<file path="config.mk">
export PLATFORM = sky130hd
export DESIGN_NAME = pc_unit
export DESIGN_NICKNAME = d
export VERILOG_FILES = /design/src/rtl/pc_unit.sv
export SDC_FILE = /design/constraint.sdc
export NUM_CORES = 1
export LEC_CHECK = 0
export ABC_AREA = 1
export CORE_MARGIN = 2
export CORE_UTILIZATION = 40
export DETAILED_ROUTE_END_ITERATION = 12
export GPL_ROUTABILITY_DRIVEN = 0
export PLACE_DENSITY = 0.67
export SLEW_MARGIN = 20
export SYNTH_ARGS = -nofsm -noshare
export SYNTH_HDL_FRONTEND = slang
export SYNTH_SLANG_ARGS = --single-unit
</file>
<file path="constraint.sdc">
create_clock -name clk -period 1 [get_ports clk]
set_input_delay 0.2 -clock clk [delete_from_list [all_inputs] [get_ports clk]]
set_output_delay 0.2 -clock clk [all_outputs]
set_load 0.05 [all_outputs]
</file>
<file path="src/rtl/pc_unit.sv">
// Fetch program counter: sequential/branch load, exception vector, deferred ERET
// and text-window fetch-address flag. Define PC_FAULT_LOCK_EN for the sticky fault lock.
module pc_unit #(
  parameter int unsigned WIDTH      = 32,
  parameter logic [31:0] RESET_PC   = 32'h0000_3000,
  parameter logic [31:0] TEXT_BASE  = 32'h0000_3000,
  parameter logic [31:0] TEXT_LIMIT = 32'h0000_4FFF,
  parameter logic [31:0] EXC_VECTOR = 32'h0000_4180
) (
  input  logic             clk,
  input  logic             reset,
  input  logic             stall,
  input  logic [WIDTH-1:0] next_pc,
  input  logic             int_req,
  input  logic             exc_req,
  input  logic             eret,
  input  logic [WIDTH-1:0] epc,
  output logic [WIDTH-1:0] pc,
  output logic             pc_exp,
  output logic             eret_pending,
  output logic             fault
);

  localparam logic [WIDTH-1:0] RESET_V = WIDTH'(RESET_PC);
  localparam logic [WIDTH-1:0] BASE_V  = WIDTH'(TEXT_BASE);
  localparam logic [WIDTH-1:0] LIMIT_V = WIDTH'(TEXT_LIMIT);
  localparam logic [WIDTH-1:0] VEC_V   = WIDTH'(EXC_VECTOR);

  typedef enum logic [1:0] {
    ST_RUN   = 2'b00,
    ST_PEND  = 2'b01,
    ST_FAULT = 2'b10
  } state_t;

  state_t           state;
  logic [WIDTH-1:0] ret_addr;

  // Fetch-address window and alignment check on the live PC
  assign pc_exp = (pc < BASE_V) || (pc > LIMIT_V) || (pc[1:0] != 2'b00);

  always_ff @(posedge clk or negedge reset) begin
    if (!reset) begin
      state        <= ST_RUN;
      pc           <= RESET_V;
      ret_addr     <= '0;
      eret_pending <= 1'b0;
      fault        <= 1'b0;
    end else if (int_req || exc_req) begin
      // Vector redirect beats stall, ERET and any lock
      state        <= ST_RUN;
      pc           <= VEC_V;
      eret_pending <= 1'b0;
      fault        <= 1'b0;
    end else begin
      case (state)
        ST_RUN: begin
          if (eret) begin
            if (!stall) begin
              pc <= epc;
            end else begin
              ret_addr     <= epc;
              state        <= ST_PEND;
              eret_pending <= 1'b1;
            end
          end else if (!stall) begin
`ifdef PC_FAULT_LOCK_EN
            if (pc_exp) begin
              state <= ST_FAULT;
              fault <= 1'b1;
            end else begin
              pc <= next_pc;
            end
`else
            pc <= next_pc;
`endif
          end
        end
        ST_PEND: begin
          // A fresh ERET replaces the deferred return address
          if (eret && !stall) begin
            pc           <= epc;
            state        <= ST_RUN;
            eret_pending <= 1'b0;
          end else if (eret) begin
            ret_addr <= epc;
          end else if (!stall) begin
            pc           <= ret_addr;
            state        <= ST_RUN;
            eret_pending <= 1'b0;
          end
        end
`ifdef PC_FAULT_LOCK_EN
        ST_FAULT: begin
          fault <= 1'b1;
        end
`endif
        default: begin
          state        <= ST_RUN;
          eret_pending <= 1'b0;
          fault        <= 1'b0;
        end
      endcase
    end
  end

endmodule

</file>
==> flow_results.org, run 1 <==
** Outcome
- The flow ran to the end, but the final reports show violations.
- Violations in the final reports :: setup timing

** Timing
- Counting I/O delays and the setup requirement, the final critical path takes between 1500 and 2000 ps.
- The number of max-slew violations in the final report is 0.
- Final Setup Violations :: 67
- Setup slack on the critical path of the routed design comes to -643.5 ps.
- Setup repair after global routing could not meet its margin everywhere.
- Final worst-path cycle share :: 164.4%
- Peak clock frequency supported by timing :: just over 600 MHz
- The count of final hold-check violations was 0.
- Final Skew :: 6.983 ps

** Placement
- At the placement stage, the worst setup path has a slack of -569.7 ps.
- Cell count after placement :: slightly above 800
- After legalization and detailed placement, the total HPWL measured 8045 um.
- Input and output buffers added on the ports amount to a little over 100.
- Once placement finished, the instance area stood at between 0.005 and 0.006 mm2.

** Yosys
- Number of synthesized register bits :: between 60 and 70
- In this run, synthesis inferred 0 flip-flops with an integrated enable.
- After synthesis, the largest area contributor takes up 39.92% of total cell area.
- Synth unique cells :: 24
- By count the netlist is led by sky130_fd_sc_hd__nand2_1 (225), sky130_fd_sc_hd__nand3_1 (68), sky130_fd_sc_hd__dfrtp_1 (63), sky130_fd_sc_hd__inv_1 (63), sky130_fd_sc_hd__o21ai_1 (30).
- Average cell area after synthesis :: 7.206 um2
- Sequential share of the synthesized area :: 41.25%
- In the synthesized netlist the dominant register cell turns out to be sky130_fd_sc_hd__dfrtp_1.
- Cells after Synth :: 548
- By area the synthesized netlist is led by sky130_fd_sc_hd__dfrtp_1 (40%), sky130_fd_sc_hd__nand2_1 (21%), sky130_fd_sc_hd__nand3_1 (8.6%), sky130_fd_sc_hd__o211ai_2 (7.9%), sky130_fd_sc_hd__inv_1 (6.0%).
- Number of warning messages in the yosys log :: 0
- FFs w/ async S/R, synth :: 100.0%
- The number of nets handed over by synthesis was between 600 and 700.
- sky130_fd_sc_hd__nand2_1 is the most common cell in the netlist.
- Cell area after synthesis :: ~0.0039 mm2
- The synthesized design spends more area on one cell type than any other, namely sky130_fd_sc_hd__dfrtp_1.

** Power and ir drop
- VDD sags by at most slightly below 0.9 mV.
- Total design power :: between 7 and 8 mW
- Summed over all cells, the static leakage comes to 3.411 nW.
- P per Cell Area :: ~1100 mW/mm2

** Setup path
- The worst setup path is launched from a flip-flop.
- By startpoint and endpoint, the worst setup path is classified as reg2out.
- Data arrives at the worst endpoint at about 1400 ps.
- The worst setup path is captured at an output pin.
- Setup slack on the worst reg-to-reg path comes out at -240 ps.
- Critical Path RT :: around 800 ps
- Along the worst path, the maximum fanout reaches 3.

** CTS
- Inserted Clock Buffers :: 9
- Clock transition at path regs :: 70 ps
- CTS sink count :: 65
- CTS placed an instance of sky130_fd_sc_hd__clkbuf_8 at the clock tree root.
- Clock tree from TritonCTS :: built
- CTS H-tree lvls :: 3
- In this run the deepest clock path goes through 2 buffers.
- For the worst-skew pair, the clock arrives at the later sink with an insertion delay of roughly 340 ps.

** Floorplan
- Die Span Y :: between 100 and 150 um
- Boundary pin count :: 105
- Die Outline Area :: 0.01068 mm2
- From left edge to right edge, the die measures roughly 100 um.
- Once the floorplan was initialized, standard cells occupied 40.78% of the core.
- The core region is roughly 0.0097 mm2.
- Number of standard-cell rows in the floorplan :: 36

** Global routing
- Aggregate global-route resource usage :: roughly a quarter
- The initial antenna violation count was 0.
- Entering global routing, the biggest net connects 47 pins.
- For this run the aggregate overflow at the end of global routing stands at 0.
- Wire length of the first global-routing pass :: ~20000 um
- Via count of the first global-routing pass :: 4215

** Final layout
- Multi-input combinational cell area :: 0.001986 mm2
- Registers take approximately 0.0016 mm2.
- Once layout is complete, the cells apart from fillers number just under 900.
- Layout Cell Area excl Fill :: just under 0.007 mm2
- Compared with the post-synthesis result, the final layout area differs by 71.74%.
- Post-layout net count :: around 800
- Filler cell count :: about 750
- Fraction of layout cells with a size suffix above 1 :: a little under a third
- Antenna Diode Count :: 0

** Routing
- Vias per cell :: around 5.0
- The detail route stage leaves a number of antenna-violating nets equal to 0.
- For this block, the routed nets add up to about 13000 um of wire.
- The detailed router finished its first iteration with ~300 violations.
- The final route contains approximately 4300 vias.
- The first TritonRoute pass finished after 6 iterations.
- Total DRC errors in the routed layout :: 0
- Final routed wire length divided by cell count :: approximately 15 um

** Worst hold path
- In this run the worst hold path is classified as in2async.

** Run
- The tool flagged a number of max-cap violations equal to 0.
power breakdown:
group	internal, mW	switching [mW]	leakage [nW]
sequential	2.93	0.187	0.811
clock	1.15	1.07	0.0933
combinational	1.16	1.18	2.51
timing repair:
item,CTS,global route
hold buffers,1,0
cloned,6,3
setup buffers,15,11
pin swaps,16,24
endpoints found under the setup margin,99,97
gates resized for setup,62,27
endpoints found under the hold margin,65,0
cell usage in the layout, fill, tap and decap left out, types with 3 or more instances in the layout:
| cell type | n |
|---|---|
| sky130_fd_sc_hd__nand2_1 | 219 |
| sky130_fd_sc_hd__nand3_1 | 54 |
| sky130_fd_sc_hd__a21oi_2 | 4 |
| sky130_fd_sc_hd__buf_4 | 54 |
| sky130_fd_sc_hd__clkbuf_16 | 3 |
| sky130_fd_sc_hd__clkdlybuf4s50_1 | 64 |
| sky130_fd_sc_hd__nand3_2 | 13 |
| sky130_fd_sc_hd__o211ai_2 | 24 |
| sky130_fd_sc_hd__buf_16 | 4 |
| sky130_fd_sc_hd__clkbuf_8 | 9 |
| sky130_fd_sc_hd__buf_8 | 5 |
| sky130_fd_sc_hd__buf_6 | 25 |
| sky130_fd_sc_hd__nor2_2 | 4 |
| sky130_fd_sc_hd__inv_1 | 63 |
| sky130_fd_sc_hd__dfrtp_1 | 48 |
| sky130_fd_sc_hd__nand2_2 | 6 |
| sky130_fd_sc_hd__dfrtp_2 | 15 |
| sky130_fd_sc_hd__buf_12 | 45 |
| sky130_fd_sc_hd__o21ai_1 | 27 |
| sky130_fd_sc_hd__nor2_1 | 13 |
| sky130_fd_sc_hd__o21ai_2 | 3 |
| sky130_fd_sc_hd__o211ai_1 | 4 |
final timing paths:
kind | start | endpoint | cells after the start
max in group asynchronous | reset | pc[9] | 3
hold / removal | reset | pc[14] | 2
hold reg to reg | ret_addr[14] | ret_addr[14] | 2
min in group clk | eret | pc[15] | 6
setup / recovery | pc[12] | pc_exp | 4
setup reg to reg | eret_pending | pc[15] | 8
metal layers:
layer / vias up / share of wire (%) / track usage [%]
li1: 2078 / - / -
met1: 1997 / 41 / 30.38
met2: 183 / 50 / 41.59
met3: 40 / 6.0 / 3.629
met4: 0 / 3.0 / 10.73
met5: - / 0 / 0
area by class of cell:
class | count | share of cell area, %
Tap cell | 133 | 2.454
Timing Repair Buffer | 204 | 37.12
Inverter | 66 | 4.077
Clock inverter | 5 | 0.8303
Sequential cell | 65 | 24.30
Multi-Input combinational cell | 381 | 29.28
Clock buffer | 11 | 1.937
flip-flops by register name (all words and copies together) (netlist names):
register / flops
pc: 32
ret_addr: 32
eret_pending: 1
through the flow:
stage	TNS (ps)	hold slack, ps	util (%)
after detailed placement	-32250	16.41	61.52
after CTS	-14990	181.3	68.46
after global routing	-16460	183.4	70.03
final	-13760	187.0	70.03
after global placement	-30130	15.30	61.52
after floorplan	-4393	-95.59	-
critical path: stages (launching register included):
cell and delay (ps):
sky130_fd_sc_hd__dfstp_2 550, sky130_fd_sc_hd__nand3b_1 90, sky130_fd_sc_hd__nand2_2 110, sky130_fd_sc_hd__nand4_1 150
sky130_fd_sc_hd__buf_12 190
cell families after synthesis:
| family | Yosys count | share of synthesized area [%] |
|---|---|---|
| AND/OR/NAND/NOR | 317 | 33.30 |
| buffers and inverters | 102 | 12.36 |
| flip-flops | 65 | 41.25 |
| AO/OA/AOI/OAI | 63 | 12.99 |
| other | 1 | 0.09497 |
Power figures use the tool's default switching activity.
==> inputs of run 2 (changes only) <==
--- a/config.mk
+++ b/config.mk
@@ -6,7 +6,7 @@
 export NUM_CORES = 1
 export LEC_CHECK = 0
 export ABC_AREA = 1
-export CORE_MARGIN = 2
+export CORE_MARGIN = 1.5
 export CORE_UTILIZATION = 40
 export DETAILED_ROUTE_END_ITERATION = 12
 export GPL_ROUTABILITY_DRIVEN = 0
==> run 2 against run 1 <==
Net effect:
- the run still ends with setup timing left
- die area fell by 1.9%
- register-to-register slack better by 40 ps
- design area increased by 2.2%
- sequential share of layout area fell by 0.53 points
- combinational power rose by 3%
- sequential cell count did not move
- non-clock buffer count rose by 11
- sequential power is essentially flat
- clock power is 17% higher
==> flow_results.org, run 2 (synthesis gave the netlist of run 1 again) <==
** Routing
- The average routed wire per standard cell is 14.62 um (was 14.60 um).
- The routed length on met2 is 6732 um (was 6370 um).
- Number of vias in the routed layout :: 4354 (was 4298)
- Wirelength, routed :: 12810 um (was 12630 um)
- Vias per cell :: 4.970 (was 4.969)
- Top routing layer used :: met4 (unchanged)
- Routed length on met3 :: 598 um (was 760 um)
- The post-detailed-route DRC marker count was 0 (unchanged).
- Iteration count of the initial detailed-routing pass :: 4 (was 6)
- The length of routed wiring on met1 was 5180 um (was 5126 um).
- The remaining antenna violation count after routing was 0 (unchanged).
- The detailed router's first-iteration violation count is 253 (was 295).

** Final layout
- Post-route non-filler standard cell count :: 876 (was 865)
- The storage element area is 0.001648 mm2 (unchanged).
- Antenna Diode Count :: 0 (unchanged)
- Area growth syn-to-layout :: 75.57% (was 71.74%)
- Filler cell count :: 720 (was 749)
- The share of cells above drive strength 1 is 34.86% (was 31.69%).
- Most frequent cells in the layout :: sky130_fd_sc_hd__nand2_1 (214), sky130_fd_sc_hd__buf_4 (66), sky130_fd_sc_hd__clkdlybuf4s50_1 (64) (was sky130_fd_sc_hd__nand2_1 (219), sky130_fd_sc_hd__clkdlybuf4s50_1 (64), sky130_fd_sc_hd__inv_1 (63))
- Post-layout net count :: 808 (was 797)
- The leading cell type in the layout, fill and taps excluded was sky130_fd_sc_hd__nand2_1 (unchanged).
- Top Registers :: pc (32), ret_addr (32), eret_pending (1) (unchanged)
- The footprint of the multi-input gates is 0.002052 mm2 (was 0.001986 mm2).

** Global routing
- Wire length of the first global-routing pass :: 20950 um (was 20020 um)
- The combined global-route utilization of all metal layers came to 25.95% (was 24.28%).
- The initial antenna violation count came to 0 (unchanged).
- The largest net degree at the start of global routing came to 38 (was 47).
- The number of global-route vias before repair came to 4496 (was 4215).
- Final global-route overflow total :: 0 (unchanged)

** Timing
- Final worst-path cycle share :: 161.2% (was 164.4%)
- Min Tclk post-route :: 1612 ps (was 1644 ps)
- Setup Total Neg Slack :: -11120 ps (was -13760 ps)
- Slew Limit Fails :: 0 (unchanged)
- Final Setup Violations :: 67 (unchanged)
- Peak clock frequency supported by timing :: 620.3 MHz (was 608.4 MHz)
- Final Skew :: 9.402 ps (was 6.983 ps)
- The final hold slack was 217.2 ps (was 187.0 ps).
- Unrepaired setup endpoints after global routing: yes (unchanged).
- The count of final hold-check violations is 0 (unchanged).
- Crit path setup slack, layout :: -612.1 ps (was -643.5 ps)

** CTS
- Clock transition at path regs :: 80 ps (was 70 ps)
- Inserted Clock Buffers :: 9 (unchanged)
- The count of H-tree levels built during CTS is 3 (unchanged).
- The number of clock sinks seen by CTS came to 65 (unchanged).
- Cell at the root of the clock tree :: sky130_fd_sc_hd__clkbuf_8 (unchanged)
- Number of buffers between clock root and the deepest sink :: 2 (unchanged)
- The clock tree from TritonCTS is built (unchanged).
- The insertion delay of the later-clocked pin in the worst-skew pair is 350 ps (was 340 ps).

** Setup path
- The data required time at the worst endpoint came to 800 ps (about the same).
- The endpoint of the worst-slack reg-to-reg timing path is pc[29] (was pc[15]).
- Type of destination of the critical path :: output pin (unchanged)
- The startpoint of the lowest-slack register-to-register path is eret_pending (unchanged).
- The data arrival time of the critical path is 1410 ps (was 1440 ps).
- Origin of the worst setup path :: pc[31] (was pc[12])
- Startpoint type of the worst setup path :: flip-flop (unchanged)
- Highest fanout seen on the critical path :: 2 (was 3)
- The type of the worst setup path was reg2out (unchanged).
- Setup slack on the worst flop-to-flop path :: -200 ps (was -240 ps)
- The depth of the worst register-to-register path is 7 (was 8).

** Floorplan
- The die height came to 102.4 um (was 103.4 um).
- Width of the die :: 102.4 um (was 103.4 um)
- The site row count was 36 (unchanged).
- Placeable Area :: 0.009684 mm2 (unchanged)
- The I/O pin count came to 105 (unchanged).
- Die Outline Area :: 0.01048 mm2 (was 0.01068 mm2)
- Effective utilization at floorplan :: 40.78% (unchanged)

** Placement
- The number of placed instances, taps included is 828 (was 825).
- The placement-stage worst setup slack was -526.4 ps (was -569.7 ps).
- Number of port buffers :: 103 (unchanged)
- Final HPWL from detailed placement :: 7961 um (was 8045 um)

** Power and ir drop
- The worst supply voltage drop on vdd came to 0.8329 mV (was 0.8677 mV).
- The leakage component of the power was 3.485 nW (was 3.411 nW).
- The power density relative to cell area is 1175 mW/mm2 (was 1131 mW/mm2).

** Outcome
- Violations in the final reports: setup timing (unchanged).
- Result of the run :: finished with violations (unchanged)

** Worst hold path
- The worst min-delay path class is in2async (unchanged).

** Run
- The reported max-cap violation count came to 0 (unchanged).
run 2: what timing repair did:
action / in CTS / in global routing
hold buffers: 1 / 0
pin swaps: 38 / 42
endpoints found under the setup margin: 99 / 83
endpoints found under the hold margin: 63 / 0
cloned: 9 / 0
resized for setup: 71 / 37
buffers inserted: 26 / 15
run 2: worst max path at each step:
stage / to / slack [ps] / depth (start not counted)
2_1_floorplan: pc_exp / -520 / 3
3_3_place_gp: pc[29] / -480 / 9
3_5_place_dp: pc[15] / -530 / 9
4_1_cts: pc_exp / -620 / 5
5_1_grt: pc_exp / -690 / 5
6_report: pc_exp / -610 / 5
run 2: report_power, final:
| group | total [mW] | switching, mW | leakage [nW] | internal [mW] |
|---|---|---|---|---|
| clock network | 2.60 | 1.12 | 0.113 | 1.48 |
| registers | 3.12 | 0.197 | 0.811 | 2.93 |
| logic | 2.42 | 1.22 | 2.56 | 1.19 |
run 2: worst max-delay path: stages, from the launching register on:
cell and delay [ps]:
sky130_fd_sc_hd__dfrtp_2 410, sky130_fd_sc_hd__nor2_1 130, sky130_fd_sc_hd__nand2_1 70, sky130_fd_sc_hd__nor2_2 110
sky130_fd_sc_hd__nand4_1 150, sky130_fd_sc_hd__buf_12 190
run 2: cell type report:
type                       instances  area share (%)
clock buffer                      10           1.985
clock inverter                     6           1.299
tap                              133           2.400
inverter                          66           3.790
multi-input combinational        381           29.60
sequential                        65           23.77
timing repair buffer             215           37.16
run 2: through the flow:
step	util, %	instance area, um2	total power [mW]
after floorplan	-	4049	4.247
after global placement	61.86	5991	5.195
after detailed placement	61.86	5991	5.267
after CTS	71.30	6905	8.076
after global routing	71.59	6933	8.523
final	71.59	6933	8.143
run 2: routing by layer:
metal,track usage (%),vias up
li1,-,2113
met1,31.51,2050
met2,45.80,164
met3,2.873,27
met4,12.64,0
met5,0,-
==> inputs of run 3 (changes only) <==
--- a/config.mk
+++ b/config.mk
@@ -8,6 +8,7 @@
 export ABC_AREA = 1
 export CORE_MARGIN = 1.5
 export CORE_UTILIZATION = 40
+export CTS_CLUSTER_SIZE = 12
 export DETAILED_ROUTE_END_ITERATION = 12
 export GPL_ROUTABILITY_DRIVEN = 0
 export PLACE_DENSITY = 0.67
==> results of run 3 <==
Same layout as run 2: the final DEF is identical, and so are final timing and power.
==> RTL change 1: new RTL, flow settings as in run 2 <==
Set the parameter `WIDTH` to 64 (it was 32).
--- a/src/rtl/pc_unit.sv
+++ b/src/rtl/pc_unit.sv
@@ -2,5 +2,5 @@
 // and text-window fetch-address flag. Define PC_FAULT_LOCK_EN for the sticky fault lock.
 module pc_unit #(
-  parameter int unsigned WIDTH      = 32,
+  parameter int unsigned WIDTH      = 64,
   parameter logic [31:0] RESET_PC   = 32'h0000_3000,
   parameter logic [31:0] TEXT_BASE  = 32'h0000_3000,
Interface: changed (resized epc, next_pc and pc); port bits go from 105 to 201. No check against the original RTL was run, so the function may have changed too.
==> RTL change 1 against run 2 <==
The flow still finishes with violations (negative setup slack). Routed wire length is 140% higher. Total power is 120% higher. Design area is 97% higher. Fmax is 12% lower. Synthesized area is 90% higher. Setup slack worse by 210 ps. Worst hold slack better by 19 ps. Final cell count is 92% higher. Sequential cell count is 64 higher. Largest cell class unchanged.
==> RTL change 1: results (changes against run 2) <==
status finished, violations left (unchanged); violated checks negative setup slack (unchanged); Crit-path slowest cell dfrtp_1 (was dfrtp_2); pre-CTS setup slack -639 ps (was -526 ps); WL/cell 18.4 um (was 14.6 um); drt first pass iters 6 (was 4); final std cells w/o fill 1679 (was 876); first-pass GRT wire length 45.0 mm (was 20.9 mm); Clock Skews 5.22 ps (was 9.40 ps); biggest regs pc (64), ret_addr (64), eret_pending (1) (was pc (32), ret_addr (32), eret_pending (1)); setup TNS -36800 ps (was -11120 ps); Yosys Warn Count 0 (unchanged); leakage power 6.82 nW (was 3.49 nW); number of global-route vias before repair 8483 (was 4496); RR Endpoint pc[46] (was pc[29]); CTS clk-pin slew, worst paths 60 ps (was 80 ps); vias per inst 5.39 (was 4.97); Worst VDD drop 1310 uV (was 833 uV); Main synth FF type dfrtp_1 (unchanged); Port Buffer Count 199 (was 103); largest net degree at the start of global routing 74 (was 38); placed insts 1586 (was 828); Final nets 1569 (was 808); worst-skew pair later-pin latency 430 ps (was 350 ps); # H-tree levels 4 (was 3); crit path DAT 1620 ps (was 1410 ps); post-route setup slack -825 ps (was -612 ps); layout cells sized above 1 25.4% (was 34.9%); Comb. pwr 4.74 mW (was 2.42 mW); GRT Overall Usage 29.6% (was 26.0%); CP top delay family simple AND/OR/NAND/NOR gates (unchanged); post-detailed-placement half-perimeter wirelength 16.5 mm (was 7.96 mm); R2R Setup Slk -410 ps (was -200 ps); CTS buffer count 17 (was 9); crit path to pc_exp (unchanged); Clock power frac 38.4% (was 31.9%); P_sw 5.24 mW (was 2.54 mW); Final setup viols 131 (was 67); Iter 0 DRT Violations 856 (was 253); Seq/Total Area, Yosys 43.0% (was 41.3%); antenna violations before repair 3 (was 0); Cells after Synth 1102 (was 548); PwrDens 1300 nW/um2 (was 1170 nW/um2); Synth cell types 21 (was 24); most instantiated cells after synthesis 462 x nand2_1, 133 x nand3_1, 127 x dfrtp_1, 127 x inv_1, 61 x o211ai_1 (was 225 x nand2_1, 68 x nand3_1, 63 x dfrtp_1, 63 x inv_1, 30 x o21ai_1); reg2reg path depth 8 (was 7); dpl cell area 11400 um2 (was 5990 um2); Synth area leaders dfrtp_1 42%, nand2_1 23%, nand3_1 8.9%, inv_1 6.3%, o211ai_1 6.1% (was dfrtp_1 40%, nand2_1 21%, nand3_1 8.6%, o211ai_2 7.9%, inv_1 6.0%); syn_nets 1236 (was 618); root buf cell clkbuf_16 (was clkbuf_8)
==> RTL change 1: cell count changes after synthesis, sizes merged, moves of 22 or more <==
cell / before / now
dfrtp: 63 / 127
inv: 66 / 130
o21ai: 30 / 62
o211ai: 29 / 61
buf: 33 / 63
nor2: 18 / 40
nand3: 68 / 133
nand2: 227 / 464
==> RTL change 1: final cells by class <==
class                           count  area (um2)
Antenna cell                        2        5.00
Inverter                          130         514
Timing Repair Buffer              389        5250
Fill cell                        1239        4570
Clock inverter                     13         211
Clock buffer                       19         433
Timing Repair inverter              1        16.3
Sequential cell                   129        3240
Tap cell                          229         287
Multi-Input combinational cell    767        3680
==> RTL change 1: worst min-delay path by stage <==
| stage | end | slack, ps |
|---|---|---|
| floorplan | eret_pending | -100 |
| global placement | ret_addr[33] | 120 |
| detailed placement | ret_addr[33] | 120 |
| global route | ret_addr[31] | 260 |
| finish | ret_addr[31] | 240 |
| CTS | ret_addr[30] | 240 |
==> RTL change 1: what timing repair did <==
action | 4_1_cts | 5_1_grt
hold endpoints to repair | 103 | 0
resized for setup | 134 | 87
hold buffers | 1 | 0
cloned | 24 | 8
pin swaps | 58 | 82
buffers inserted | 36 | 34
setup endpoints to repair | 195 | 195
==> RTL change 1: metal layers <==
metal | global-route usage (%) | vias to the layer above | routed length (um)
met5 | 0 | - | 14
met4 | 12.3 | 2 | 1390
met3 | 5.37 | 119 | 2460
met2 | 49.2 | 516 | 15100
met1 | 38.0 | 4259 | 12000
li1 | - | 4146 | -
==> RTL change 1: kinds of logic (layout without fill, tap and decap cells) <==
family	after synthesis	in the layout	synth area share, %
AND/OR/NAND/NOR	638	638	34.3
buffers and inverters	206	552	12.1
flip-flops	129	129	43.0
AO/OA/AOI/OAI	128	128	10.6
other	1	3	0.0499
==> RTL change 2: new RTL, settings of run 2 <==
Without the edit above. The option `PC_FAULT_LOCK_EN` is turned on by a define.
--- a/src/rtl/pc_unit.sv
+++ b/src/rtl/pc_unit.sv
@@ -1,4 +1,6 @@
 // Fetch program counter: sequential/branch load, exception vector, deferred ERET
 // and text-window fetch-address flag. Define PC_FAULT_LOCK_EN for the sticky fault lock.
+`define PC_FAULT_LOCK_EN
+
 module pc_unit #(
   parameter int unsigned WIDTH      = 32,
Function: changed (Yosys sat finds a counterexample within 4 cycles, from zero or initial values and one cycle with reset low).
==> RTL change 2 against run 2 <==
Core utilization is 8.9 points higher. Design area is 14% higher. Routed wire length is 45% higher. Critical endpoint is now pc[22]. Sequential cell count is 3 higher. Sequential power is 14% higher. Total power is 25% higher. Largest cell class unchanged. The run still ends with negative setup slack left. Setup slack worse by 220 ps. Die area is 1.9% higher. Critical path type is now register to register. Synthesized area is 1.9% higher.
==> RTL change 2: results (changes against run 2) <==
status finished, violations left (unchanged); violated checks negative setup slack (unchanged); PwrDens 1290 nW/um2 (was 1170 nW/um2); post-detailed-placement half-perimeter wirelength 8.97 mm (was 7.96 mm); CP top delay family buffers and inverters (was simple AND/OR/NAND/NOR gates); CTS resizes 134 (was 71); number of global-route vias before repair 5059 (was 4496); largest net degree at the start of global routing 31 (was 38); Final setup viols 103 (was 67); most instantiated cells after synthesis 269 x nand2_1, 66 x dfrtp_1, 55 x inv_1, 39 x nand3_1, 33 x o21ai_0 (was 225 x nand2_1, 68 x nand3_1, 63 x dfrtp_1, 63 x inv_1, 30 x o21ai_1); crit path DAT 2080 ps (was 1410 ps); worst-path maximum fanout 5 (was 2); post-route setup slack -831 ps (was -612 ps); Iter 0 DRT Violations 620 (was 253); fill count 545 (was 720); RR Endpoint pc[22] (was pc[29]); Clock power frac 26.4% (was 31.9%); leakage power 3.81 nW (was 3.49 nW); pre-CTS setup slack -764 ps (was -526 ps); layout cells sized above 1 40.0% (was 34.9%); Clock Skews 22.6 ps (was 9.40 ps); reg2reg path depth 13 (was 7); P_sw 3.61 mW (was 2.54 mW); reg-to-reg critical path startpoint pc[12] (was eret_pending); Comb. pwr 3.95 mW (was 2.42 mW); Synth cell types 26 (was 24); Final nets 866 (was 808); Seq/Total Area, Yosys 42.3% (was 41.3%)
## RTL change 2: cell count changes after synthesis, sizes merged, moves of 5 or more
cell,delta
a21oi,+25
buf,-8
clkbuf,+10
inv,-9
nand2,+44
nand3,-28
o21ai,+5
## RTL change 2: cells by family after synthesis
group,after synthesis,synth area share (%)
simple gates,331,33.1
compound gates,97,14.0
buf+inv,95,10.5
flops,68,42.3
## RTL change 2: layout make-up
| class | instances | area, um2 | area share (%) |
|---|---|---|---|
| Sequential cell | 68 | 1710 | 21.8 |
| Multi-Input combinational cell | 429 | 2570 | 32.7 |
| Clock buffer | 10 | 138 | 1.75 |
| Timing Repair Buffer | 231 | 2970 | 37.7 |
| Inverter | 57 | 221 | 2.81 |
| Tap cell | 133 | 166 | 2.11 |
| Clock inverter | 6 | 87.6 | 1.11 |
## RTL change 2: per-layer routing
metal	GRT usage, %	wire [um]	vias to the layer above
met1	39.9	6850	2493
met2	51.3	8980	379
met4	16.7	1230	0
li1	-	-	2298
met3	5.38	1490	119
met5	0	0	-
